==> config.mk <==
export PLATFORM = sky130hd
export DESIGN_NAME = bus_rr_arbiter
export DESIGN_NICKNAME = d
export VERILOG_FILES = /design/src/rtl/bus_rr_arbiter_pkg.sv /design/src/rtl/bus_rr_arbiter_rr_pick.sv /design/src/rtl/bus_rr_arbiter.sv
export SDC_FILE = /design/constraint.sdc
export NUM_CORES = 1
export LEC_CHECK = 0
export BUFFER_PORTS_ARGS = -buffer_cell sky130_fd_sc_hd__buf_2
export CORE_AREA = 2 2 39 41
export DETAILED_ROUTE_END_ITERATION = 10
export DIE_AREA = 0 0 41 43
export PLACE_DENSITY = 0.65
export SYNTH_ARGS = -nofsm -noshare
export SYNTH_HDL_FRONTEND = slang
export SYNTH_SLANG_ARGS = --single-unit
==> constraint.sdc <==
create_clock -name clk -period 1.68 [get_ports clk]
set_input_delay 0.084 -clock clk [delete_from_list [all_inputs] [get_ports clk]]
set_output_delay 0.084 -clock clk [all_outputs]
set_load 0.05 [all_outputs]
==> src/rtl/bus_rr_arbiter_pkg.sv <==
// Shared types and defaults for the round-robin bus arbiter.
// Holds the FSM state enum, default sizing constants and the index-width helper.
package bus_arb_pkg;

    typedef enum logic [1:0] {
        IDLE    = 2'd0,
        GRANT   = 2'd1,
        HANDOFF = 2'd2
    } arb_state_e;

    localparam int DEF_NUM_M    = 4;
    localparam int DEF_MAX_HOLD = 8;

    // A single master would still need a one-bit index port.
    function automatic int idx_width(input int n);
        return (n > 1) ? $clog2(n) : 1;
    endfunction

endpackage

==> src/rtl/bus_rr_arbiter_rr_pick.sv <==
// Combinational rotating-priority picker: the search starts just after last_idx
// and wraps, so the previous winner is always considered last.
module rr_pick
    import bus_arb_pkg::*;
#(
    parameter int NUM_M = DEF_NUM_M,
    parameter int IDX_W = idx_width(NUM_M)
) (
    input  logic [NUM_M-1:0] req,
    input  logic [IDX_W-1:0] last_idx,
    output logic [IDX_W-1:0] winner,
    output logic             any_req
);

    int               cand_i;
    logic [IDX_W-1:0] cand;

    // NOTE: every output and temporary gets a default before the loop so no latch is inferred.
    always_comb begin
        winner  = '0;
        any_req = 1'b0;
        cand_i  = 0;
        cand    = '0;
        for (int k = 1; k <= NUM_M; k++) begin
            cand_i = (int'(last_idx) + k) % NUM_M;
            cand   = IDX_W'(cand_i);
            if (!any_req && req[cand]) begin
                any_req = 1'b1;
                winner  = cand;
            end
        end
    end

endmodule

==> src/rtl/bus_rr_arbiter.sv <==
// Registered round-robin bus arbiter with a mandatory one-cycle handoff between owners.
// Optional hold-time preemption is enabled by defining ARB_PREEMPT_EN.
module bus_rr_arbiter
    import bus_arb_pkg::*;
#(
    parameter  int NUM_M    = DEF_NUM_M,
    parameter  int MAX_HOLD = DEF_MAX_HOLD,
    localparam int IDX_W    = idx_width(NUM_M)
) (
    input  logic             clk,
    input  logic             reset_n,
    input  logic [NUM_M-1:0] m_req,
    input  logic [NUM_M-1:0] m_lock,
    output logic [NUM_M-1:0] m_grant,
    output logic [IDX_W-1:0] grant_idx,
    output logic             grant_valid,
    output logic             bus_busy
);

    localparam int HOLD_W = $clog2(MAX_HOLD + 1);

    arb_state_e        state, next_state;
    logic [IDX_W-1:0]  last_idx, last_d, idx_d, winner;
    logic [NUM_M-1:0]  grant_d;
    logic [HOLD_W-1:0] hold_cnt, hold_d;
    logic              any_req, owner_req, preempt;

    rr_pick #(.NUM_M(NUM_M), .IDX_W(IDX_W)) u_pick (
        .req      (m_req),
        .last_idx (last_idx),
        .winner   (winner),
        .any_req  (any_req)
    );

    assign owner_req = m_req[grant_idx];

`ifdef ARB_PREEMPT_EN
    logic others_req;
    // m_grant is one-hot on the owner while in GRANT, so masking it leaves the competitors.
    assign others_req = |(m_req & ~m_grant);
    assign preempt    = (hold_cnt == HOLD_W'(MAX_HOLD - 1)) && others_req && !m_lock[grant_idx];
`else
    logic unused_inputs;
    assign unused_inputs = ^{m_lock, hold_cnt};
    assign preempt       = 1'b0;
`endif

    // NOTE: sequential state uses non-blocking assignments so every register samples pre-edge values.
    always_ff @(posedge clk or negedge reset_n) begin
        if (!reset_n) state <= IDLE;
        else          state <= next_state;
    end

    always_comb begin
        next_state = state;
        unique case (state)
            IDLE:    if (any_req) next_state = GRANT;
            GRANT:   if (!owner_req || preempt) next_state = HANDOFF;
            HANDOFF: next_state = any_req ? GRANT : IDLE;
            default: next_state = IDLE;
        endcase
    end

    // Next values of the registered outputs; a new owner is only taken when entering GRANT.
    always_comb begin
        grant_d = m_grant;
        idx_d   = grant_idx;
        last_d  = last_idx;
        hold_d  = hold_cnt;
        if (next_state == GRANT && state != GRANT) begin
            grant_d         = '0;
            grant_d[winner] = 1'b1;
            idx_d           = winner;
            last_d          = winner;
            hold_d          = '0;
        end else if (next_state == GRANT) begin
            if (hold_cnt != HOLD_W'(MAX_HOLD)) hold_d = hold_cnt + 1'b1;
        end else begin
            grant_d = '0;
        end
    end

    always_ff @(posedge clk or negedge reset_n) begin
        if (!reset_n) begin
            m_grant     <= '0;
            grant_idx   <= '0;
            grant_valid <= 1'b0;
            hold_cnt    <= '0;
            last_idx    <= IDX_W'(NUM_M - 1);
        end else begin
            m_grant     <= grant_d;
            grant_idx   <= idx_d;
            grant_valid <= |grant_d;
            hold_cnt    <= hold_d;
            last_idx    <= last_d;
        end
    end

    assign bus_busy = (state != IDLE);

endmodule

### Yosys cells after proc, flatten, opt, wreduce, memory -nomap -nowiden

Cells that the tools add are included.

| word-level totals | value |
|---|---|
| register bits | 11 |
| input bits | 10 |
| output and inout bits | 8 |

| operators by class | value |
|---|---|
| $add $sub $neg | 4 |
| magnitude comparators | 7 |
| equality and inequality tests | 4 |
| mux-type cells | 26 |
| reductions and logical operators | 11 |

Operator list:

| cell | number |
|---|---|
| $lt 2x3->1 const B | 6 |
| $mux 2 | 6 |
| $mux 1 | 11 |
| $bmux 1 s2 | 5 |
| $mux 4 | 2 |
| $pmux 2 s3 | 1 |
| $logic_and 1x1->1 | 5 |
| $add 2x1->2 const B | 2 |
| $add 2x2->2 const B | 2 |
| $eq 2x1->1 const B | 2 |
| $reduce_or 4->1 | 1 |
| $logic_not 1->1 | 3 |
| $demux 1 s2 | 1 |
| $eq 2x2->1 const B | 1 |
| $ge 2x1->1 const B | 1 |
| $logic_not 2->1 | 1 |
| $ne 2x1->1 const B | 1 |
| $reduce_bool 2->1 | 1 |

### Depth between registers and ports, before layout

| depth | value |
|---|---|
| depth in word-level cells | 19 |
| gate-level depth with buffers | 5 |

### Cells and area by module

From an unflattened synthesis, not the netlist that was laid out.

| unflattened totals | value |
|---|---|
| cell total of the unflattened synthesis | 55 |
| area total of the unflattened synthesis | 583.1 µm² |

Modules (own cells, without submodules):

| module | times used | cells an instance | area an instance (µm²) | sequential area each (µm²) |
|---|---|---|---|---|
| bus_rr_arbiter | 1 | 41 | 491.7 | 277.8 |
| rr_pick | 1 | 14 | 91.3 | 0.0 |

### Worst setup path before layout

OpenSTA, ideal clock, no wires.

| path | value |
|---|---|
| path type | reg-to-reg |
| start | reg grant_idx[0] |
| end | reg state[0] |
| setup time | 0.124 ns |
| arrival | 1.694 ns |
| required time | 1.556 ns |
| path slack | -0.138 ns |
| cell stages (with the launch flop) | 5 |
| path buffers | 1 |
| clock period less this slack | 1.818 ns |
| cells stage by stage | dfrtp_1 mux4_2 and3b_1 buf_6 or2_1 |

| between the ends | value |
|---|---|
| longest elaborated chain between the ends | 4 |

RTL lines:

| what | line | source |
|---|---|---|
| start, declared | bus_rr_arbiter.sv:15 | `output logic [IDX_W-1:0] grant_idx,` |
| start signal, assigned | bus_rr_arbiter.sv:92 | `grant_idx <= idx_d;` |
| $bmux 1 s2 | bus_rr_arbiter.sv:35 | `assign owner_req = m_req[grant_idx];` |
| $mux 1 (implied by the code) | bus_rr_arbiter.sv:35 |  |
| $mux 2 | bus_rr_arbiter.sv:58 | `GRANT: if (!owner_req \|\| preempt) next_state = HANDOFF;` |
| $pmux 2 s3 | bus_rr_arbiter.sv:56 | `unique case (state)` |
| via next_state[0] | bus_rr_arbiter.sv:22 | `arb_state_e state, next_state;` |
| end signal, assigned | bus_rr_arbiter.sv:51 | `else state <= next_state;` |
| end, declared | bus_rr_arbiter.sv:22 |  |

The timed path passes the listed nets, and every way through them passes these cells. The select of a mux whose other input is x is not followed.
A chain may end at the register's enable or synchronous reset.

### Worst setup path after layout

| path | value |
|---|---|
| start | reg last_idx[1] |
| end | reg m_grant[1] |

| between the ends | value |
|---|---|
| longest elaborated chain between the ends | 18 |
| elaborated cells between the ends (all ways) | 38 |
| classes of those cells | 4 x add/sub; 2 x order compare; 1 x eq/ne; 23 x mux; 8 x reduce/logical |

RTL lines:

| what | line | source |
|---|---|---|
| start, declared | bus_rr_arbiter.sv:23 | `logic [IDX_W-1:0] last_idx, last_d, idx_d, winner;` |
| start signal, assigned | bus_rr_arbiter.sv:89 | `last_idx <= IDX_W'(NUM_M - 1);` |
| start signal, assigned | bus_rr_arbiter.sv:95 | `last_idx <= last_d;` |
| $add 2x1->2 | bus_rr_arbiter_rr_pick.sv:25 | `cand_i = (int'(last_idx) + k) % NUM_M;` |
| $bmux 1 s2 | bus_rr_arbiter_rr_pick.sv:27 | `if (!any_req && req[cand]) begin` |
| $mux 1 (implied by the code) | bus_rr_arbiter_rr_pick.sv:27 |  |
| $mux 1 | bus_rr_arbiter_rr_pick.sv:27 |  |
| $logic_not 1->1 | bus_rr_arbiter_rr_pick.sv:27 |  |
| $logic_and 1x1->1 | bus_rr_arbiter_rr_pick.sv:27 |  |
| $mux 1 | bus_rr_arbiter_rr_pick.sv:27 |  |
| $logic_not 1->1 | bus_rr_arbiter_rr_pick.sv:27 |  |
| [... 3 more ...] | -- |  |
| $logic_and 1x1->1 | bus_rr_arbiter_rr_pick.sv:27 |  |
| $mux 2 / $mux 1 (equally long branches) | bus_rr_arbiter_rr_pick.sv:27 |  |
| $lt 2x3->1 (implied by the code) (tied with other cells) | bus_rr_arbiter.sv:72 | `grant_d[winner] = 1'b1;` |
| $logic_and 1x1->1 (implied by the code) / $pmux 2 s3 (equally long branches) | bus_rr_arbiter.sv:72, bus_rr_arbiter.sv:56 |  |
| $mux 1 (implied by the code) / $eq 2x1->1 (equally long branches) | bus_rr_arbiter.sv:72, bus_rr_arbiter.sv:70, bus_rr_arbiter.sv:76 |  |
| $demux 1 s2 (tied with other cells) | bus_rr_arbiter.sv:72 |  |
| $mux 4 * | bus_rr_arbiter.sv:70 | `if (next_state == GRANT && state != GRANT) begin` |
| via grant_d[1] | bus_rr_arbiter.sv:24 | `logic [NUM_M-1:0] grant_d;` |
| end signal, assigned | bus_rr_arbiter.sv:91 | `m_grant <= grant_d;` |
| end, declared | bus_rr_arbiter.sv:14 | `output logic [NUM_M-1:0] m_grant,` |

The timed path passes the listed nets; every way through them passes the cells marked *. The select of a mux whose other input is x is not followed.

==> metrics <==
status=completed; CORE AREA=0.00138 mm^2; GR Util All Layers=14.9%; GR Overflow Total=0; vias in the first global route=411; asr flop ratio synth=100%; post-synthesis sequential element count=11; clock-pin slew on the worst setup and hold paths=70 ps; setup ws final=135 ps; post-layout min period=1540 ps; Setup CP Type=reg2reg; Fillers=124; Hold Fails Final Rpt=0; Synth Area in XOR/XNOR=0%; largest net degree at the start of global routing=12; simple-gate area share of the yosys netlist=18.8%; Fin Hold WS=206 ps; ys flop type=dfrtp_1; nets@finish=80; Synth area leader=dfrtp_1; initial antenna violation count=0; Die Ht=43 um; Syn Nets=61; Tcrit/Tclk final=91.9%; Hold/Removal Path Class=in2async; Finished Layout Cells=85; worst path arrival time=1700 ps; met3 usage=1.57%; post-CTS setup buffer count=0; root buf cell=clkbuf_4; commonest non-fill, non-tap cell in the layout=buf_2; fmax=0.647 GHz; hpwl dp=799 um; CTS Buf Count=3; worst slew margin relative to its limit=62.5%; PortBufs=13; Ports=18; Slew Limit Fails=0; Leak=0.309 nW; placed insts=80; worst IR drop on VDD=0.000834 V; GR peak layer=met1; area delta synth->final=22.0%; H-tree lvl count=1; n_diodes=0; sequential share of the synthesized area=51.4%; remaining antenna violation count=0; Die ar.=0.00176 mm^2; worst skew pair latency=270 ps; CTS tree=yes; CP Max Fanout=7; clock sink total=11; max_cap viols=0; post-synthesis compound-gate area fraction=22.2%; worst-margin pin slew=561 ps; cell count after synthesis=51; area of placed instances=623 um^2; Initial Util=39.1%; Yosys Warn Count=0; EDFF count, synth=0; setup violators final=0; post-synth top area share=41.7%; routed vias=455; power density cells=2280 mW/mm^2; Final Wtd Congestion=0.715; Fin Setup TNS=0 ps; Post-Route WL=1070 um; layout cell share with drive strength beyond 1=31.9%; vias per cell=5.35; DRC=0; met2 Use GR=20.0%; mean routed wirelength per cell=12.6 um; die span in x=41 um; Tot Pwr=1.50 mW; crit end category=flip-flop; Clock Skew=5.26 ps; met1 Usage GRT=21.8%; first-pass GRT wire length=1730 um; fin area=659 um^2; iteration count of the initial detailed-routing pass=4; Final Util=47.6%; most frequent cells in the layout=buf_2 (13), dfrtp_1 (8), o21ai_0 (6); worst-case clock buffer depth=2; pre-CTS setup slack=156 ps; syn avg cell area=10.6 um^2; row count=14; Cell Area, Synth=541 um^2; largest family of logic cells by synthesized area=compound AO/OA/AOI/OAI gates; RSZ-0062 raised after global routing=no; Worst Path Required=1840 ps; mux cell area share after synthesis=4.17%; DR iter-0 viols=8; crit start category=flip-flop; post-synthesis cell type count=23; Synth area leaders=dfrtp_1 (42%), dfstp_2 (9.7%), a32o_1 (7.4%), o21ai_0 (5.6%), a21oi_1 (4.6%); Post-Synth Adder-Cell Area=0%
[layer usage]
layer,routed length (um),part of all wire (%)
met5,0,0
met4,14,1.3
met3,50,4.7
met2,477,44
met1,531,49
[where the power goes]
group,switching [mW],internal [mW]
sequential,0.105,0.410
clock,0.0846,0.0919
combinational,0.554,0.258
total,0.744,0.760
[logic make-up (layout without fill, tap and decap cells)]
group | after synthesis | count (layout)
AOI/OAI and AO/OA | 18 | 18
muxes | 1 | 1
DFF | 11 | 11
buffers and inverters | 3 | 21
and+or+nand+nor | 18 | 18
[repair_timing]
action / CTS / global route
endpoints found under the hold margin: 11 / 0
gates resized for setup: 0 / 0
hold buffers: 1 / 0
[state kept, by name (all words and copies together), names as in the netlist]
signal,count
grant_idx,2
state,2
grant_valid,1
last_idx,2
m_grant,4
[Yosys cell counts (all sizes together), types with 2 or more instances]
cell and count:
a32o 4, dfrtp 9, inv 2, o21ai 6
dfstp 2, nand2b 3, nand2 2, nor2 4
or2 2, a21oi 5
[cell type report]
type                    count  area (um^2)  share of cell area [%]
well taps                  16         20.0                    3.04
repair buffers             15         82.6                    12.5
clock buffers               4         26.3                    3.98
inverters                   2         7.51                    1.14
multi-input cells          37          244                    37.0
flip-flops and latches     11          279                    42.3
[worst paths after layout]
| kind | from | end | slack (ps) | depth (start not counted) |
|---|---|---|---|---|
| max | last_idx[1] | m_grant[1] | 140 | 4 |
| min | reset_n | m_grant[1] | 210 | 2 |
| max reg2reg | last_idx[1] | m_grant[1] | 140 | 4 |
| min reg2reg | state[1] | state[1] | 440 | 1 |
| max in group asynchronous | reset_n | last_idx[0] | 1210 | 2 |
| min in group clk | m_req[0] | last_idx[1] | 220 | 4 |
[critical path, cell delays in order, from the launching register on]
cell	delay [ps]
dfstp_2	580
or2b_1	110
a21oi_1	80
or3_1	400
a32o_1	270
No activity file was read; power rests on OpenSTA's default activity.
